## src/rtl/intra_pkg.sv

```systemverilog
// rtl/intra_pkg.sv - shared IntraPred constants, SAD width and accumulator FSM states
package intra_pkg;
    localparam int MB_SIZE_L = 16;
    localparam int MB_SIZE_W = 16;
    localparam int MODE_V    = 0;
    localparam int MODE_H    = 1;
    localparam int MODE_DC   = 2;
    localparam int NUM_MODES = 3;
    localparam int SAD_W     = 8;
    localparam int PX_W      = 8;

    typedef enum logic [1:0] {IDLE, ACCUM, EMIT} sad_state_t;
endpackage

```

## src/rtl/sad_accumulator_if.sv

```systemverilog
// rtl/sad_accumulator_if.sv - residue beat stream in, saturated SAD result out
interface sad_accumulator_if import intra_pkg::*; #(
    parameter int MBN_W = 13
);
    logic                              in_valid;
    logic                              in_ready;
    logic                              in_last;
    logic [MBN_W-1:0]                  in_mbnumber;
    logic [PX_W-1:0]                   vres_px;
    logic [PX_W-1:0]                   hres_px;
    logic [PX_W-1:0]                   dcres_px;
    logic [NUM_MODES-1:0][SAD_W-1:0]   sads;
    logic [MBN_W-1:0]                  mbnumber;
    logic                              sads_valid;
    logic                              proto_err;

    modport master (
        output in_valid, in_last, in_mbnumber, vres_px, hres_px, dcres_px,
        input  in_ready, sads, mbnumber, sads_valid, proto_err
    );

    modport slave (
        input  in_valid, in_last, in_mbnumber, vres_px, hres_px, dcres_px,
        output in_ready, sads, mbnumber, sads_valid, proto_err
    );
endinterface

```

## src/rtl/sad_abs8.sv

```systemverilog
// rtl/sad_abs8.sv - magnitude of a signed 8-bit residue as unsigned 8-bit
module sad_abs8 import intra_pkg::*; (
    input  logic [PX_W-1:0]  px,
    output logic [SAD_W-1:0] mag
);
    // -128 negates back to 0x80, which is exactly 128 when read unsigned
    assign mag = px[PX_W-1] ? (~px + PX_W'(1)) : px;
endmodule

```

## src/rtl/sad_accumulator.sv

```systemverilog
// rtl/sad_accumulator.sv - per-mode absolute residue accumulation for one macroblock
module sad_accumulator import intra_pkg::*; #(
    parameter int MB_SIZE_L = intra_pkg::MB_SIZE_L,
    parameter int MB_SIZE_W = intra_pkg::MB_SIZE_W,
    parameter int ACC_W     = 16,
    parameter int MBN_W     = 13
) (
    input  logic              clk,
    input  logic              reset,
    input  logic              enable,
    sad_accumulator_if.slave  bus
);
    localparam int N     = MB_SIZE_L * MB_SIZE_W;
    localparam int CNT_W = $clog2(N);
    localparam logic [CNT_W-1:0] LAST_IDX = CNT_W'(N - 1);
    localparam logic [ACC_W-1:0] SAT_MAX  = ACC_W'((1 << SAD_W) - 1);

    sad_state_t                        state;
    logic [CNT_W-1:0]                  cnt;
    logic [NUM_MODES-1:0][ACC_W-1:0]   acc;
    logic [NUM_MODES-1:0][ACC_W-1:0]   acc_sum;
    logic [NUM_MODES-1:0][SAD_W-1:0]   sat_sum;
    logic [NUM_MODES-1:0][SAD_W-1:0]   sads_q;
    logic [NUM_MODES-1:0][PX_W-1:0]    px;
    logic [NUM_MODES-1:0][SAD_W-1:0]   mag;
    logic [MBN_W-1:0]                  mb_q;
    logic [MBN_W-1:0]                  mbn_q;
    logic                              err_q;
    logic                              accept;
    logic                              first_beat;
    logic                              at_end;
    logic                              final_beat;

    assign px[MODE_V]  = bus.vres_px;
    assign px[MODE_H]  = bus.hres_px;
    assign px[MODE_DC] = bus.dcres_px;

    for (genvar k = 0; k < NUM_MODES; k++) begin : g_abs
        sad_abs8 u_abs (
            .px  (px[k]),
            .mag (mag[k])
        );
    end

    assign bus.in_ready = reset & enable & (state != EMIT);
    assign accept       = bus.in_valid & bus.in_ready;
    assign first_beat   = (state == IDLE);
    assign at_end       = (cnt == LAST_IDX);
    assign final_beat   = bus.in_last | at_end;

    // The first beat of a block loads rather than adds, so stale sums never leak across blocks
    always_comb begin
        for (int k = 0; k < NUM_MODES; k++) begin
            acc_sum[k] = (first_beat ? '0 : acc[k]) + ACC_W'(mag[k]);
            sat_sum[k] = (acc_sum[k] > SAT_MAX) ? '1 : acc_sum[k][SAD_W-1:0];
        end
    end

    always_ff @(posedge clk or negedge reset) begin
        if (!reset) begin
            state  <= IDLE;
            cnt    <= '0;
            acc    <= '0;
            mb_q   <= '0;
            mbn_q  <= '0;
            sads_q <= '0;
            err_q  <= 1'b0;
        end else begin
            case (state)
                IDLE, ACCUM: begin
                    if (accept) begin
                        acc <= acc_sum;
                        if (first_beat) begin
                            mb_q <= bus.in_mbnumber;
                        end
                        if (final_beat) begin
                            state  <= EMIT;
                            cnt    <= '0;
                            sads_q <= sat_sum;
                            mbn_q  <= first_beat ? bus.in_mbnumber : mb_q;
                            // Flag an in_last that disagrees with the beat count, either way round
                            err_q  <= bus.in_last ^ at_end;
                        end else begin
                            state <= ACCUM;
                            cnt   <= cnt + 1'b1;
                        end
                    end
                end
                EMIT: begin
                    if (enable) begin
                        state <= IDLE;
                    end
                end
                default: state <= IDLE;
            endcase
        end
    end

    assign bus.sads       = sads_q;
    assign bus.mbnumber   = mbn_q;
    assign bus.sads_valid = (state == EMIT) & enable;
    assign bus.proto_err  = (state == EMIT) & enable & err_q;
endmodule

```

## src/flat_wrapper.sv

```systemverilog
// flat-port wrapper written by rule: the top's interface ports become plain ports
module sad_accumulator_flat import intra_pkg::*;
#(
    parameter int MB_SIZE_L = intra_pkg::MB_SIZE_L,
    parameter int MB_SIZE_W = intra_pkg::MB_SIZE_W,
    parameter int ACC_W     = 16,
    parameter int MBN_W     = 13
)
  (clk, reset, enable, bus_in_valid, bus_in_last, bus_in_mbnumber, bus_vres_px, bus_hres_px, bus_dcres_px, bus_in_ready, bus_sads, bus_mbnumber, bus_sads_valid, bus_proto_err);
  sad_accumulator_if #(.MBN_W(MBN_W)) bus_i ();
  input  logic clk;
  input  logic reset;
  input  logic enable;
  input wire logic [$bits(bus_i.in_valid)-1:0] bus_in_valid;
  input wire logic [$bits(bus_i.in_last)-1:0] bus_in_last;
  input wire logic [$bits(bus_i.in_mbnumber)-1:0] bus_in_mbnumber;
  input wire logic [$bits(bus_i.vres_px)-1:0] bus_vres_px;
  input wire logic [$bits(bus_i.hres_px)-1:0] bus_hres_px;
  input wire logic [$bits(bus_i.dcres_px)-1:0] bus_dcres_px;
  output wire logic [$bits(bus_i.in_ready)-1:0] bus_in_ready;
  output wire logic [$bits(bus_i.sads)-1:0] bus_sads;
  output wire logic [$bits(bus_i.mbnumber)-1:0] bus_mbnumber;
  output wire logic [$bits(bus_i.sads_valid)-1:0] bus_sads_valid;
  output wire logic [$bits(bus_i.proto_err)-1:0] bus_proto_err;
  assign bus_i.in_valid = bus_in_valid;
  assign bus_i.in_last = bus_in_last;
  assign bus_i.in_mbnumber = bus_in_mbnumber;
  assign bus_i.vres_px = bus_vres_px;
  assign bus_i.hres_px = bus_hres_px;
  assign bus_i.dcres_px = bus_dcres_px;
  assign bus_in_ready = bus_i.in_ready;
  assign bus_sads = bus_i.sads;
  assign bus_mbnumber = bus_i.mbnumber;
  assign bus_sads_valid = bus_i.sads_valid;
  assign bus_proto_err = bus_i.proto_err;
  sad_accumulator #(.MB_SIZE_L(MB_SIZE_L), .MB_SIZE_W(MB_SIZE_W), .ACC_W(ACC_W), .MBN_W(MBN_W)) u_core (.clk(clk), .reset(reset), .enable(enable), .bus(bus_i));
endmodule
```

## config.mk

```make
export PLATFORM = sky130hd
export DESIGN_NAME = sad_accumulator_flat
export DESIGN_NICKNAME = d
export VERILOG_FILES = /design/src/rtl/intra_pkg.sv /design/src/rtl/sad_accumulator_if.sv /design/src/rtl/sad_abs8.sv /design/src/rtl/sad_accumulator.sv /design/src/flat_wrapper.sv
export SDC_FILE = /design/constraint.sdc
export NUM_CORES = 1
export LEC_CHECK = 0
export ABC_AREA = 1
export BUFFER_PORTS_ARGS = -buffer_cell sky130_fd_sc_hd__clkbuf_2
export CAP_MARGIN = 5
export CORE_MARGIN = 2
export CORE_UTILIZATION = 60
export DETAILED_ROUTE_END_ITERATION = 10
export PLACE_DENSITY = 0.81
export SLEW_MARGIN = 10
export SYNTH_ARGS = -nofsm -noshare
export SYNTH_HDL_FRONTEND = slang
export SYNTH_HIERARCHICAL = 1
export SYNTH_SLANG_ARGS = --single-unit
```

## constraint.sdc

```tcl
create_clock -name clk -period 9.8 [get_ports clk]
set_input_delay 1.96 -clock clk [delete_from_list [all_inputs] [get_ports clk]]
set_output_delay 1.96 -clock clk [all_outputs]
set_load 0.01 [all_outputs]
```

# --- After elaboration in Yosys (flattened, before gate mapping) ---
# Cells that the tools add are included.
classes:
  n_addsub: 7
  mul: 0
  div_mod_pow: 0
  order_cmp: 3
  n_eq_ne: 6
  shift: 0
  muxes: 15
  bitwise: 10
  reduce_logical: 5
ops:
  columns: ["cell", "count"]
  rows:
  - ["$mux 8", 7]
  - ["$add 16x8->16", 3]
  - ["$gt 16x8->1 const B", 3]
  - ["$mux 16", 3]
  - ["$add 8x1->8 const B", 4]
  - ["$not 8->8", 3]
  - ["$mux 13", 1]
  - ["$eq 8x8->1 const B", 1]
  - ["$mux 2", 3]
  - ["$and 1x1->1", 5]
  - ["$ne 2x2->1 const B", 2]
  - ["$pmux 2 s2", 1]
  - ["$reduce_and 2->1", 2]
  - ["$reduce_and 3->1", 1]
  - ["$eq 2x1->1 const B", 1]
  - ["$eq 2x2->1 const B", 1]
  - ["$logic_not 2->1", 1]
  - ["$ne 2x1->1 const B", 1]
  - ["$reduce_or 2->1", 1]
  - ["$or 1x1->1", 1]
  - ["$xor 1x1->1", 1]
word_totals:
  regBits: 109
  latch_bits: 0
  mem_bits_rw: 0
  romBits: 0
  inputBits: 42
  out_inout_bits: 40
  mem_count: 0

# --- Logic depth before layout (Yosys ltp) ---
logic_depth:
  ltp_word: 6
  depth_mapped: 20

# --- By module ---
# The synthesis kept the hierarchy.
by_module_without_submodules:
  columns: ["module", "instances", "cells_each", "area_each_um2", "seq_area_each_um2"]
  rows:
  - ["sad_accumulator", 1, 996, 6981.7, 2727.6]
  - ["sad_abs8", 3, 39, 196.4, 0.0]

# --- Least setup slack after synthesis ---
# Ideal clock, no wire load.
synth_timing:
  kind: "input port to output port"
  startpoint: "input port enable"
  endpoint: "output port bus_in_ready"
  arrival_time_ns: 2.163
  setup_slack_ns: 5.677
  path_stages: 2
  path_buffers: 0
  path_cell_list: "nand2_1 -> nor2_2"
synth_via:
  elab_chain_len: 2
synth_rtl:
  columns: ["element", "line_no", "rtl"]
  rows:
  - ["from (decl)", "flat_wrapper.sv:13", "input logic enable;"]
  - ["$and 1x1->1 (2 in series)", "sad_accumulator.sv:45", "assign bus.in_ready = reset & enable & (state != EMIT);"]
  - ["to (decl)", "flat_wrapper.sv:20", "output wire logic [$bits(bus_i.in_ready)-1:0] bus_in_ready;"]
# No other way between the ends.

# --- Worst setup path after layout ---
layout_timing:
  startpoint: "input port reset"
  endpoint: "output port bus_in_ready"
layout_via:
  elab_chain_len: 2
layout_rtl:
  columns: ["element", "line_no", "rtl"]
  rows:
  - ["from (decl)", "flat_wrapper.sv:12", "input logic reset;"]
  - ["$and 1x1->1 (2 in series)", "sad_accumulator.sv:45", null]
# No other way between the ends.

==> impl_metrics.json <==
{
  "status": "completed",
  "clock_sinks": 109,
  "critical_path_arrival_ps": 2980,
  "fillers": 1132,
  "port_buffers": 81,
  "ant_nets": 0,
  "seqCellArea_mm2": 0.00273,
  "vias": 6892,
  "core-area_mm2": 0.0125,
  "dp_hpwl_mm": 12.2,
  "drtPass1Iterations": 5,
  "routed_wl_mm": 16.9,
  "dieHeight_um": 116,
  "timing.final.ws_setup_ps": 4860,
  "io_pins": 82,
  "finish.net_count": 1248,
  "maxSlewViolCount": 0,
  "path_clk_slew_ps": 80,
  "synth-async-reset-ratio_pct": 100,
  "avgSynthCellArea_um2": 6.80,
  "synth_top_area_share_pct": 36.0,
  "p_sw_share_pct": 40.0,
  "timing.slew.headroom_pct": 40.3,
  "rsz0062_at_grt": "false",
  "cts-root-buf": "clkbuf_16",
  "power_uw": 1770,
  "die_w_um": 116,
  "path_class": "in2out",
  "drt_iter0_markers": 439,
  "rows": 41,
  "syn_nets": 1187,
  "synth_warnings": 6,
  "grt_pass1_vias": 6269,
  "synth_edf_count": 0,
  "combinationalPowerShare_pct": 40.1,
  "diodes": 0,
  "synth.distinct_cells": 31,
  "hold_buffers": 0,
  "worstPathMaxFanout": 50,
  "fmax_mhz": 202,
  "synth_seq_cells": 109,
  "min_path_type": "reg2reg",
  "cap_violations": 0,
  "vdd_drop_max_uv": 126,
  "r2r_slack_ps": 6140,
  "hold_violations": 0,
  "drive_gt1_share_pct": 14.8,
  "fin_crit_sh_pct": 50.4,
  "syn_area_mm2": 0.00757,
  "multi_input_area_mm2": 0.00402,
  "grt_max_degree": 91,
  "ctsResizeCount": 0,
  "setup_tns_ps": 0,
  "grt_pass1_wl_mm": 28.0,
  "finalWeightedCongestion": 0.894,
  "yosys.area.top_type": "dfrtp_1",
  "initial_utilization_pct": 60.7,
  "cp.required_ps": 7840,
  "cts_tree": "done",
  "finClkSkew_ps": 10.9,
  "grt_antenna_before_repair": 0,
  "internal_power_uw": 1060,
  "h-tree-depth": 3,
  "clock_latency_ps": 360,
  "min_period_ps": 4940,
  "seqPwrFrac_pct": 37.9,
  "cp-start-kind": "primary input",
  "clockPowerShare_pct": 22.0,
  "cts_buffers": 9,
  "tightestPinTransition_ps": 893,
  "yosysSeqAreaShare_pct": 36.0,
  "die-area_mm2": 0.0135,
  "grt_overflow": 0,
  "power_density_mw_per_mm2": 212,
  "area_growth_pct": 10.3,
  "p_leak_uw": 0.00439,
  "switching_power_uw": 709,
  "syn_inst": 1113,
  "worstSetupEndpointType": "output pin",
  "post-place-ws_ps": 4640,
  "setup_viol": 0,
  "netlist_top_cells_area": "dfrtp_1, nand2_1, inv_1, nor2_1, o21ai_0",
  "grt_usage_pct": 26.0,
  "post_cts_buffers": 0,
  "wl_per_cell_um": 12.5,
  "cts_buffer_depth": 2,
  "ys.flop_type": "dfrtp_1",
  "drc": 0,
  "vias_per_cell": 5.10
}
[path summary, 6_finish.rpt]
kind / from / endpoint / cells past startpoint
worst max register to register: u_core/state[1]$_DFFE_PN0P_ / u_core/bus.sads[4]$_DFFE_PN0P_ / 15
min in group asynchronous: reset / u_core/acc[6]$_DFFE_PN0P_ / 1
worst max-delay path: reset / bus_in_ready / 4
worst min-delay path: u_core/bus.mbnumber[8]$_DFFE_PN0P_ / u_core/bus.mbnumber[8]$_DFFE_PN0P_ / 2
max in group asynchronous: reset / u_core/bus.sads[7]$_DFFE_PN0P_ / 2
worst min register to register: u_core/bus.mbnumber[8]$_DFFE_PN0P_ / u_core/bus.mbnumber[8]$_DFFE_PN0P_ / 2
[critical path, cell delays in order]
cell and delay, ps:
buf_4 490, nand2_1 170, nor2_2 170, clkbuf_2 160
[stage by stage]
stage / area (um^2) / instances / hold WS (ps) / util [%]
floorplan: 7570 / 1113 / 433 / -
global placement: 8040 / 1335 / 451 / 64.5
detailed placement: 8040 / 1335 / 452 / 64.5
CTS: 8350 / 1351 / 479 / 67.0
global route: 8350 / 1351 / 492 / 67.0
finish: 8350 / 1351 / 475 / 67.0
[area by class of cell]
type / instances / area share, %
flip-flops and latches: 109 / 32.6
inverters: 172 / 7.73
clock buffers: 9 / 2.70
clock inverters: 7 / 1.11
well taps: 172 / 2.58
multi-input cells: 798 / 48.1
repair buffers: 84 / 5.15
[synthesized netlist by cell type, types with 5 or more instances]
| cell | n |
|---|---|
| nand2_1 | 345 |
| inv_1 | 169 |
| nor2_1 | 111 |
| dfrtp_1 | 109 |
| o21ai_0 | 82 |
| nand3_1 | 81 |
| ha_1 | 29 |
| or2_2 | 29 |
| nor2_2 | 20 |
| xor2_1 | 18 |
| clkbuf_1 | 16 |
| nand3b_1 | 16 |
| a21oi_1 | 15 |
| nor2_4 | 12 |
| buf_2 | 9 |
| a31oi_1 | 6 |
| xnor2_1 | 6 |
| nand2_2 | 5 |
[power by group through the flow]
stage / clock network [uW] / logic, uW / registers [uW]
5_1_grt: 410 / 805 / 685
6_report: 389 / 710 / 671
3_3_place_gp: 0 / 689 / 676
4_1_cts: 394 / 712 / 670
3_5_place_dp: 0 / 705 / 676
2_1_floorplan: 0 / 479 / 685
[metal layers]
layer	GRT usage (%)	vias to the layer above	routed length, um	part of all wire [%]
li1	-	3559	-	-
met1	34.4	3166	7840	46
met2	44.0	142	8190	48
met3	4.67	25	627	3.7
met4	7.30	0	274	1.6
met5	0	-	0	0
[flip-flops by register name, indices dropped and copies added (netlist names)]
name / count
u_core/bus.sads: 24
u_core/cnt: 8
u_core/bus.mbnumber: 13
u_core/acc: 48
u_core/mb_q: 13
u_core/state: 2
u_core/err_q: 1
[layout by cell type (no fill, tap or decap), drive strengths merged]
master	instances
o21a	3
a21oi	15
and3	1
nand3b	16
nor2	144
buf	4
nand3	85
ha	29
xnor2	6
bufinv	1
or2	29
nand4	3
o21ai	83
clkbuf	89
xor2	18
fa	3
a31oi	6
nand2	350
clkinv	3
and2	3
inv	175
dfrtp	109
nor3	4
[kinds of logic after synthesis]
family	synth area share, %
buf+inv	10.9
fa+ha+maj	5.59
flops	36.0
xor+xnor	2.78
simple gates	37.4
compound gates	7.27
Note: power is estimated with default switching activity, not from simulation.
